File: config.mk
export PLATFORM = sky130hd
export DESIGN_NAME = multicycle_controller_flat
export DESIGN_NICKNAME = d
export VERILOG_FILES = /design/src/rtl/multicycle_controller_if.sv /design/src/rtl/multicycle_controller.sv /design/src/flat_wrapper.sv
export SDC_FILE = /design/constraint.sdc
export NUM_CORES = 1
export LEC_CHECK = 0
export CORE_UTILIZATION = 39
export DETAILED_ROUTE_END_ITERATION = 7
export MAX_ROUTING_LAYER = met4
export PLACE_DENSITY = 0.83
export REMOVE_ABC_BUFFERS = 1
export SYNTH_ARGS = -nofsm -noshare
export SYNTH_HDL_FRONTEND = slang
export SYNTH_SLANG_ARGS = --single-unit
File: constraint.sdc
create_clock -name clk -period 2.65 [get_ports clk]
set_input_delay 0.3975 -clock clk [delete_from_list [all_inputs] [get_ports clk]]
set_output_delay 0.3975 -clock clk [all_outputs]
set_load 0.01 [all_outputs]
File: src/rtl/multicycle_controller_if.sv
// Control bundle between the multicycle datapath and its controller.
// slave = controller side (takes instruction fields, drives controls); master = datapath side.
interface multicycle_controller_if;
    logic [6:0] op;
    logic [2:0] funct3;
    logic       funct7b5;
    logic       Zero;
    logic       PCWrite;
    logic       AdrSrc;
    logic       MemWrite;
    logic       IRWrite;
    logic       RegWrite;
    logic [1:0] ResultSrc;
    logic [1:0] ALUSrcA;
    logic [1:0] ALUSrcB;
    logic [2:0] ALUControl;
    logic [1:0] ImmSrc;
    logic       illegal;
    logic [3:0] state_o;

    modport slave (
        input  op, funct3, funct7b5, Zero,
        output PCWrite, AdrSrc, MemWrite, IRWrite, RegWrite, ResultSrc,
               ALUSrcA, ALUSrcB, ALUControl, ImmSrc, illegal, state_o
    );
    modport master (
        output op, funct3, funct7b5, Zero,
        input  PCWrite, AdrSrc, MemWrite, IRWrite, RegWrite, ResultSrc,
               ALUSrcA, ALUSrcB, ALUControl, ImmSrc, illegal, state_o
    );
endinterface

File: src/rtl/multicycle_controller.sv
// RV32I-subset multicycle controller: Moore main FSM plus ALU and immediate decoders.
module multicycle_controller (
    input  logic                    clk,
    input  logic                    reset,
    multicycle_controller_if.slave  bus
);
    typedef enum logic [3:0] {
        FETCH    = 4'd0,  DECODE  = 4'd1,  MEMADR   = 4'd2,  MEMREAD = 4'd3,
        MEMWB    = 4'd4,  MEMWRITE = 4'd5, EXECUTER = 4'd6,  ALUWB   = 4'd7,
        EXECUTEI = 4'd8,  JAL     = 4'd9,  BEQ      = 4'd10
    } state_t;

    localparam logic [6:0] OP_LW  = 7'b0000011;
    localparam logic [6:0] OP_SW  = 7'b0100011;
    localparam logic [6:0] OP_R   = 7'b0110011;
    localparam logic [6:0] OP_I   = 7'b0010011;
    localparam logic [6:0] OP_JAL = 7'b1101111;
    localparam logic [6:0] OP_BEQ = 7'b1100011;

    state_t     state, state_nx, dec_st;
    logic [1:0] alu_op;
    logic       pc_update, branch;

    always_ff @(posedge clk) begin
        if (reset) state <= FETCH;
        else       state <= state_nx;
    end

    always_comb begin
        state_nx = FETCH;
        case (state)
            FETCH:    state_nx = DECODE;
            DECODE: begin
                case (bus.op)
                    OP_LW, OP_SW: state_nx = MEMADR;
                    OP_R:         state_nx = EXECUTER;
                    OP_I:         state_nx = EXECUTEI;
                    OP_JAL:       state_nx = JAL;
                    OP_BEQ:       state_nx = BEQ;
                    default:      state_nx = FETCH;
                endcase
            end
            MEMADR:   state_nx = (bus.op == OP_LW) ? MEMREAD : MEMWRITE;
            MEMREAD:  state_nx = MEMWB;
            EXECUTER, EXECUTEI, JAL: state_nx = ALUWB;
            default:  state_nx = FETCH;
        endcase
    end

    // During reset the outputs decode as FETCH, then write enables are masked below.
    assign dec_st = reset ? FETCH : state;

    always_comb begin
        bus.AdrSrc    = 1'b0;
        bus.MemWrite  = 1'b0;
        bus.IRWrite   = 1'b0;
        bus.RegWrite  = 1'b0;
        bus.ResultSrc = 2'b00;
        bus.ALUSrcA   = 2'b00;
        bus.ALUSrcB   = 2'b00;
        bus.illegal   = 1'b0;
        alu_op        = 2'b00;
        pc_update     = 1'b0;
        branch        = 1'b0;
        case (dec_st)
            FETCH: begin
                bus.IRWrite = 1'b1; bus.ALUSrcB = 2'b10; bus.ResultSrc = 2'b10; pc_update = 1'b1;
            end
            DECODE: begin
                bus.ALUSrcA = 2'b01; bus.ALUSrcB = 2'b01;
                bus.illegal = !(bus.op inside {OP_LW, OP_SW, OP_R, OP_I, OP_JAL, OP_BEQ});
            end
            MEMADR:   begin bus.ALUSrcA = 2'b10; bus.ALUSrcB = 2'b01; end
            MEMREAD:  bus.AdrSrc = 1'b1;
            MEMWB:    begin bus.ResultSrc = 2'b01; bus.RegWrite = 1'b1; end
            MEMWRITE: begin bus.AdrSrc = 1'b1; bus.MemWrite = 1'b1; end
            EXECUTER: begin bus.ALUSrcA = 2'b10; alu_op = 2'b10; end
            EXECUTEI: begin bus.ALUSrcA = 2'b10; bus.ALUSrcB = 2'b01; alu_op = 2'b10; end
            ALUWB:    bus.RegWrite = 1'b1;
            JAL:      begin bus.ALUSrcA = 2'b01; bus.ALUSrcB = 2'b10; pc_update = 1'b1; end
            BEQ:      begin bus.ALUSrcA = 2'b10; alu_op = 2'b01; branch = 1'b1; end
            default:  ;
        endcase
        bus.PCWrite = pc_update | (branch & bus.Zero);
        if (reset) begin
            bus.PCWrite  = 1'b0;
            bus.IRWrite  = 1'b0;
            bus.MemWrite = 1'b0;
            bus.RegWrite = 1'b0;
            bus.illegal  = 1'b0;
        end
    end

    always_comb begin
        bus.ALUControl = 3'b000;
        case (alu_op)
            2'b01: bus.ALUControl = 3'b001;
            2'b10: begin
                case (bus.funct3)
                    3'b000:  bus.ALUControl = ({bus.op[5], bus.funct7b5} == 2'b11) ? 3'b001 : 3'b000;
                    3'b010:  bus.ALUControl = 3'b101;
                    3'b110:  bus.ALUControl = 3'b011;
                    3'b111:  bus.ALUControl = 3'b010;
                    default: bus.ALUControl = 3'b000;
                endcase
            end
            default: bus.ALUControl = 3'b000;
        endcase
    end

    always_comb begin
        case (bus.op)
            OP_SW:   bus.ImmSrc = 2'b01;
            OP_BEQ:  bus.ImmSrc = 2'b10;
            OP_JAL:  bus.ImmSrc = 2'b11;
            default: bus.ImmSrc = 2'b00;
        endcase
    end

    assign bus.state_o = state;
endmodule

File: src/flat_wrapper.sv
// flat-port wrapper written by rule: the top's interface ports become plain ports
module multicycle_controller_flat 
  (clk, reset, bus_op, bus_funct3, bus_funct7b5, bus_Zero, bus_PCWrite, bus_AdrSrc, bus_MemWrite, bus_IRWrite, bus_RegWrite, bus_ResultSrc, bus_ALUSrcA, bus_ALUSrcB, bus_ALUControl, bus_ImmSrc, bus_illegal, bus_state_o);
  multicycle_controller_if bus_i ();
  input  logic clk;
  input  logic reset;
  input wire logic [$bits(bus_i.op)-1:0] bus_op;
  input wire logic [$bits(bus_i.funct3)-1:0] bus_funct3;
  input wire logic [$bits(bus_i.funct7b5)-1:0] bus_funct7b5;
  input wire logic [$bits(bus_i.Zero)-1:0] bus_Zero;
  output wire logic [$bits(bus_i.PCWrite)-1:0] bus_PCWrite;
  output wire logic [$bits(bus_i.AdrSrc)-1:0] bus_AdrSrc;
  output wire logic [$bits(bus_i.MemWrite)-1:0] bus_MemWrite;
  output wire logic [$bits(bus_i.IRWrite)-1:0] bus_IRWrite;
  output wire logic [$bits(bus_i.RegWrite)-1:0] bus_RegWrite;
  output wire logic [$bits(bus_i.ResultSrc)-1:0] bus_ResultSrc;
  output wire logic [$bits(bus_i.ALUSrcA)-1:0] bus_ALUSrcA;
  output wire logic [$bits(bus_i.ALUSrcB)-1:0] bus_ALUSrcB;
  output wire logic [$bits(bus_i.ALUControl)-1:0] bus_ALUControl;
  output wire logic [$bits(bus_i.ImmSrc)-1:0] bus_ImmSrc;
  output wire logic [$bits(bus_i.illegal)-1:0] bus_illegal;
  output wire logic [$bits(bus_i.state_o)-1:0] bus_state_o;
  assign bus_i.op = bus_op;
  assign bus_i.funct3 = bus_funct3;
  assign bus_i.funct7b5 = bus_funct7b5;
  assign bus_i.Zero = bus_Zero;
  assign bus_PCWrite = bus_i.PCWrite;
  assign bus_AdrSrc = bus_i.AdrSrc;
  assign bus_MemWrite = bus_i.MemWrite;
  assign bus_IRWrite = bus_i.IRWrite;
  assign bus_RegWrite = bus_i.RegWrite;
  assign bus_ResultSrc = bus_i.ResultSrc;
  assign bus_ALUSrcA = bus_i.ALUSrcA;
  assign bus_ALUSrcB = bus_i.ALUSrcB;
  assign bus_ALUControl = bus_i.ALUControl;
  assign bus_ImmSrc = bus_i.ImmSrc;
  assign bus_illegal = bus_i.illegal;
  assign bus_state_o = bus_i.state_o;
  multicycle_controller u_core (.clk(clk), .reset(reset), .bus(bus_i));
endmodule
## After elaboration in Yosys (flattened, before gate mapping)

Cells that the tools add are included.

| operators by class | value |
|---|---|
| multiplexer cells | 24 |
| bitwise gates (word level) | 2 |
| reduce and logical (&&, ||, !) cells | 14 |
| equality and inequality tests | 28 |

Operators with widths:

| cell | count |
|---|---|
| $pmux W4 S5 | 2 |
| $eq A4 B3 Y1 const B | 5 |
| $eq A4 B4 Y1 const B | 5 |
| $eq A4 B2 Y1 const B | 4 |
| $pmux W2 S2 | 4 |
| $eq A7 B6 Y1 const B | 2 |
| $eq A7 B7 Y1 const B | 2 |
| $mux W1 | 13 |
| $pmux W3 S4 | 1 |
| $reduce_or A2 Y1 | 6 |
| $eq A4 B1 Y1 const B | 2 |
| $logic_not A4 Y1 | 2 |
| $eq A7 B2 Y1 const B | 1 |
| $eq A7 B5 Y1 const B | 1 |
| $eq A3 B3 Y1 const B | 2 |
| $pmux W2 S3 | 1 |
| $pmux W3 S2 | 1 |
| $reduce_bool A6 Y1 | 1 |
| $reduce_or A3 Y1 | 2 |
| $eq A2 B2 Y1 const B | 2 |
| $mux W4 | 1 |
| $reduce_or A4 Y1 | 1 |
| $eq A3 B2 Y1 const B | 1 |
| $logic_not A3 Y1 | 1 |
| 5 further kinds | 5 |

| storage, ports and cells | value |
|---|---|
| bits in registers | 4 |
| output and inout bits | 21 |

## Logic depth before layout (Yosys ltp)

| logic depth | value |
|---|---|
| word-level depth | 6 |
| gate-level depth with buffers | 8 |

## Worst setup path before layout

Ideal clock, no wire load.

| path | value |
|---|---|
| kind | register to output |
| from | reg u_core.state[3] (netlist: u_core.bus.state_o[3]) |
| to | out bus_ALUControl[2] |
| data required time | 2.253 ns |
| data arrival time | 1.591 ns |
| cell stages (with the launch flop) | 7 |
| path slack | 0.661 ns |
| cell sequence | dfxtp_1 > or3b_1 > a211oi_2 > ha_1 > inv_1 > nand4_1 > nor2_1 |

| on the way | value |
|---|---|
| word-level cells in the longest chain between the ends | 6 |
| elaborated cells on any way between the ends | 9 |
| those cells by class | eq/ne: 5; mux: 3; reduce/logical: 1 |

Ends and longest elaborated chain:

| item | line | RTL |
|---|---|---|
| start, declared | multicycle_controller.sv:20 | `state_t state, state_nx, dec_st;` |
| start signal, assigned | multicycle_controller.sv:26 | `else state <= state_nx;` |
| $mux W4 * | multicycle_controller.sv:51 | `assign dec_st = reset ? FETCH : state;` |
| $eq A4 B3 Y1 / $eq A4 B4 Y1 (equally long branches) | multicycle_controller.sv:65 | `case (dec_st)` |
| $reduce_or A2 Y1 (no line) | - |  |
| $pmux W2 S2 * | multicycle_controller.sv:65 |  |
| $eq A2 B2 Y1 / $eq A2 B1 Y1 (equally long branches) | multicycle_controller.sv:96 | `case (alu_op)` |
| $pmux W3 S2 * | multicycle_controller.sv:96 |  |
| end, declared | flat_wrapper.sv:19 | `output wire logic [$bits(bus_i.ALUControl)-1:0] bus_ALUControl;` |

Mark *: on every way between the ends. The rest lies on a longest branch, timed or not.

## Final worst setup path

| path | value |
|---|---|
| from | in bus_op[4] |
| to | out bus_illegal |

| on the way | value |
|---|---|
| word-level cells in the longest chain between the ends | 5 |
| elaborated cells on any way between the ends | 10 |
| those cells by class | eq/ne: 6; mux: 2; reduce/logical: 2 |

Ends and longest elaborated chain:

| item | line | RTL |
|---|---|---|
| start, declared | flat_wrapper.sv:7 | `input wire logic [$bits(bus_i.op)-1:0] bus_op;` |
| $eq A7 B2 Y1 (tied with other cells) | multicycle_controller.sv:71 | `bus.illegal = !(bus.op inside {OP_LW, OP_SW, OP_R, OP_I, OP_JAL, OP_BEQ});` |
| $reduce_bool A6 Y1 * | multicycle_controller.sv:71 |  |
| $logic_not A1 Y1 * | multicycle_controller.sv:71 |  |
| $mux W1 * | multicycle_controller.sv:65 |  |
| $mux W1 * | multicycle_controller.sv:85 | `if (reset) begin` |
| end, declared | flat_wrapper.sv:21 | `output wire logic [$bits(bus_i.illegal)-1:0] bus_illegal;` |

Marks and branches as above.

==> flow_metrics.py <==
metrics = {
    "flow_run": {
        "maxCapViolCount": 0,
    },
    "yosys": {
        "async_flop_share_pct": 0,
        "postSynthRegisterBits": 4,
        "yosys.area.top_type_share_pct": 13.4,
        "synthFlopType": "dfxtp_1",
        "yosysWarnings": 0,
        "yosysTopAreaCell": "dfxtp_1",
        "ys_seq_area_share_pct": 13.4,
        "synth_edf_count": 0,
        "syn_inst": 83,
        "synth.area.top_cells": "dfxtp_1, nand2_1, nor2_1",
        "synth.distinct_cells": 36,
        "syn_avg_cell_area_um2": 7.18,
        "synth.cell_area_um2": 596,
    },
    "sta": {
        "period_needed_ps": 2450,
        "setup_viol": 0,
        "finalCritPeriodShare_pct": 92.6,
        "fin_ws_ps": 196,
        "finClkSkew_ps": 0.390,
        "max_slew_margin_pct": 80.5,
        "hold_viol_final": 0,
        "setup_tns_ps": 0,
        "max_freq_mhz": 407,
        "drv_slew": 0,
        "rsz0062_at_grt": "no",
        "whs_ps": 676,
        "worst_pin_slew_ps": 290,
    },
    "setup_path": {
        "end_kind": "output port",
        "path_cells": "clkdlybuf4s50_1 -> and2b_1 -> and4b_1 -> nor3_1 -> clkdlybuf4s50_1",
        "r2r-start": "u_core.bus.state_o[3]",
        "worstPathRequired_ps": 2250,
        "crit_arrival_ps": 2060,
        "start_kind": "input pin",
        "crit_buf_inv": 2,
        "worstSetupPathType": "in -> out",
        "crit_fanout": 3,
        "r2r_cells": 4,
        "worst-r2r-setup-slack_ps": 1340,
        "crit_family": "buffers and inverters",
        "slowest_delay_ps": 560,
        "regToRegEndpoint": "u_core.bus.state_o[2]",
        "cpMaxStageDelayCell": "clkdlybuf4s50_1",
        "crit_top_cell": "clkdlybuf4s50_1",
    },
    "layout": {
        "final_cells": 139,
        "fin_nets": 142,
        "antenna_cells": 0,
        "drive_gt1_share_pct": 15.3,
        "area_growth_pct": 73.7,
        "fillCellCount": 116,
        "final_core_utilization_pct": 75.7,
        "largest_register_ffs": 4,
    },
    "routing": {
        "avgRoutedWirePerCell_um": 13.8,
        "drt_iter0_markers": 22,
        "drc": 0,
        "num_vias": 776,
        "totalWireLength_mm": 1.92,
        "dr.pass1.iters": 4,
        "antenna_left": 0,
        "vias_per_cell": 5.58,
    },
    "floorplanning": {
        "coreArea_um2": 1370,
        "row_count": 13,
        "start_util_pct": 43.6,
        "ios": 35,
        "die_h_um": 41.1,
        "die_w_um": 41.1,
        "die_area_um2": 1690,
    },
    "power_and_ir_drop": {
        "p_int_uw": 164,
        "seq_power_share_pct": 27.2,
        "p_per_area_nw_per_um2": 223,
        "leakagePower_nw": 0.485,
        "clockPowerShare_pct": 33.1,
        "combPwrFrac_pct": 39.7,
        "irDropWorstVdd_uv": 285,
        "p_sw_uw": 67.5,
        "swShare_pct": 29.2,
    },
    "cts": {
        "cts_tree": "built",
        "clock_sinks": 4,
        "numCtsBuffers": 3,
        "clk_pin_slew_ps": 40,
        "cts-root-buf": "clkbuf_4",
        "h-tree-depth": 1,
        "insertion_delay_ps": 240,
        "clk_path_buf_depth": 2,
        "postCtsSetupBuffers": 0,
    },
    "run_status": {
        "outcome": "completed",
    },
    "placement": {
        "dpl.cell_count": 136,
        "dp_worst_setup_slack_ps": -24.1,
        "port_buffers": 34,
        "dp_hpwl_mm": 1.45,
        "globalplace.congestion": 0.798,
    },
    "grt": {
        "track_usage_pct": 25.6,
        "grt_pass1_vias": 675,
        "grt.overflow.total": 0,
        "grt_max_degree": 15,
        "grt_pass1_wl_mm": 2.72,
        "antenna_found_initial": 0,
    },
    "min_path": {
        "holdPathEnd": "u_core.bus.state_o[0]",
        "min_path_cells": 3,
        "hold_path.class": "in -> reg",
        "hp-start": "reset",
    },
}
[layout make-up]
class	count	area, um2	area share [%]
inverter	8	30.0	2.90
multi-input combinational	66	470	45.5
clock buffer	3	22.5	2.18
sequential	4	80.1	7.74
tap	15	18.8	1.81
timing repair buffer	43	413	39.9
[layer usage]
| metal | global-route usage, % | share of wire [%] |
|---|---|---|
| met1 | 26.4 | 44 |
| met2 | 47.3 | 49 |
| met3 | 3.26 | 5.8 |
| met4 | 11.7 | 1.1 |
| met5 | - | 0 |
[Yosys cell counts, types with 2 or more instances]
master,instances
inv_1,8
nor2_1,9
nor4_1,2
dfxtp_1,4
nor2b_1,2
a31oi_1,2
and4_1,2
a211oi_1,2
a21oi_1,4
buf_2,5
nand2b_1,2
and3_1,2
a211oi_2,2
and2b_1,3
xnor2_1,2
nand2_1,9
ha_1,2
nor3_1,3
[worst max path at each step]
stage	start	endpoint	slack, ps	cells past startpoint
5_1_grt	bus_op[3]	bus_ImmSrc[0]	120	6
4_1_cts	u_core.bus.state_o[1]	bus_ALUControl[0]	100	7
6_report	bus_op[4]	bus_illegal	200	5
2_1_floorplan	u_core.bus.state_o[3]	bus_ALUControl[2]	510	6
3_5_place_dp	reset	bus_ALUControl[1]	-20	8
3_3_place_gp	reset	bus_ALUControl[1]	40	8
[kinds of logic after synthesis]
| family | share of synthesized area, % |
|---|---|
| AND/OR/NAND/NOR | 46.2 |
| AO/OA/AOI/OAI | 20.8 |
| buffers and inverters | 9.24 |
| flip-flops | 13.4 |
| XOR/XNOR | 4.41 |
| adder cells (fa/ha/maj) | 5.88 |
[worst min-delay path: stages]
cell,delay (ps)
dlymetal6s2s_1,210
buf_4,210
a211oi_2,40
[power groups by stage]
stage	combinational (mW)	sequential [mW]	clock, mW
2_1_floorplan	0.0294	0.0682	0
3_3_place_gp	0.0879	0.0637	0
3_5_place_dp	0.0898	0.0637	0
4_1_cts	0.0911	0.0628	0.0770
5_1_grt	0.0978	0.0631	0.0805
6_report	0.0919	0.0628	0.0766
[layout by cell type, fill, tap and decap left out, drive strengths merged, types with 3 or more instances in the layout]
cell	n
a211oi	4
a21oi	4
and2b	3
buf	9
clkbuf	3
clkdlybuf4s50	29
dfxtp	4
dlymetal6s2s	3
inv	8
nand2	9
nor2	9
nor3	4
nor4	3
[what timing repair did]
item,in CTS,in global routing
endpoints found under the setup margin,2,2
gates resized for setup,3,4
hold endpoints to repair,0,0
hold buffers,0,0
pin swaps,0,0
[per-stage QoR]
stage	total power [mW]	cell area, um2
finish	0.231	1030
global route	0.241	1030
CTS	0.231	1020
detailed placement	0.154	997
global placement	0.152	997
floorplan	0.0976	571
Power figures use the tool's default switching activity.
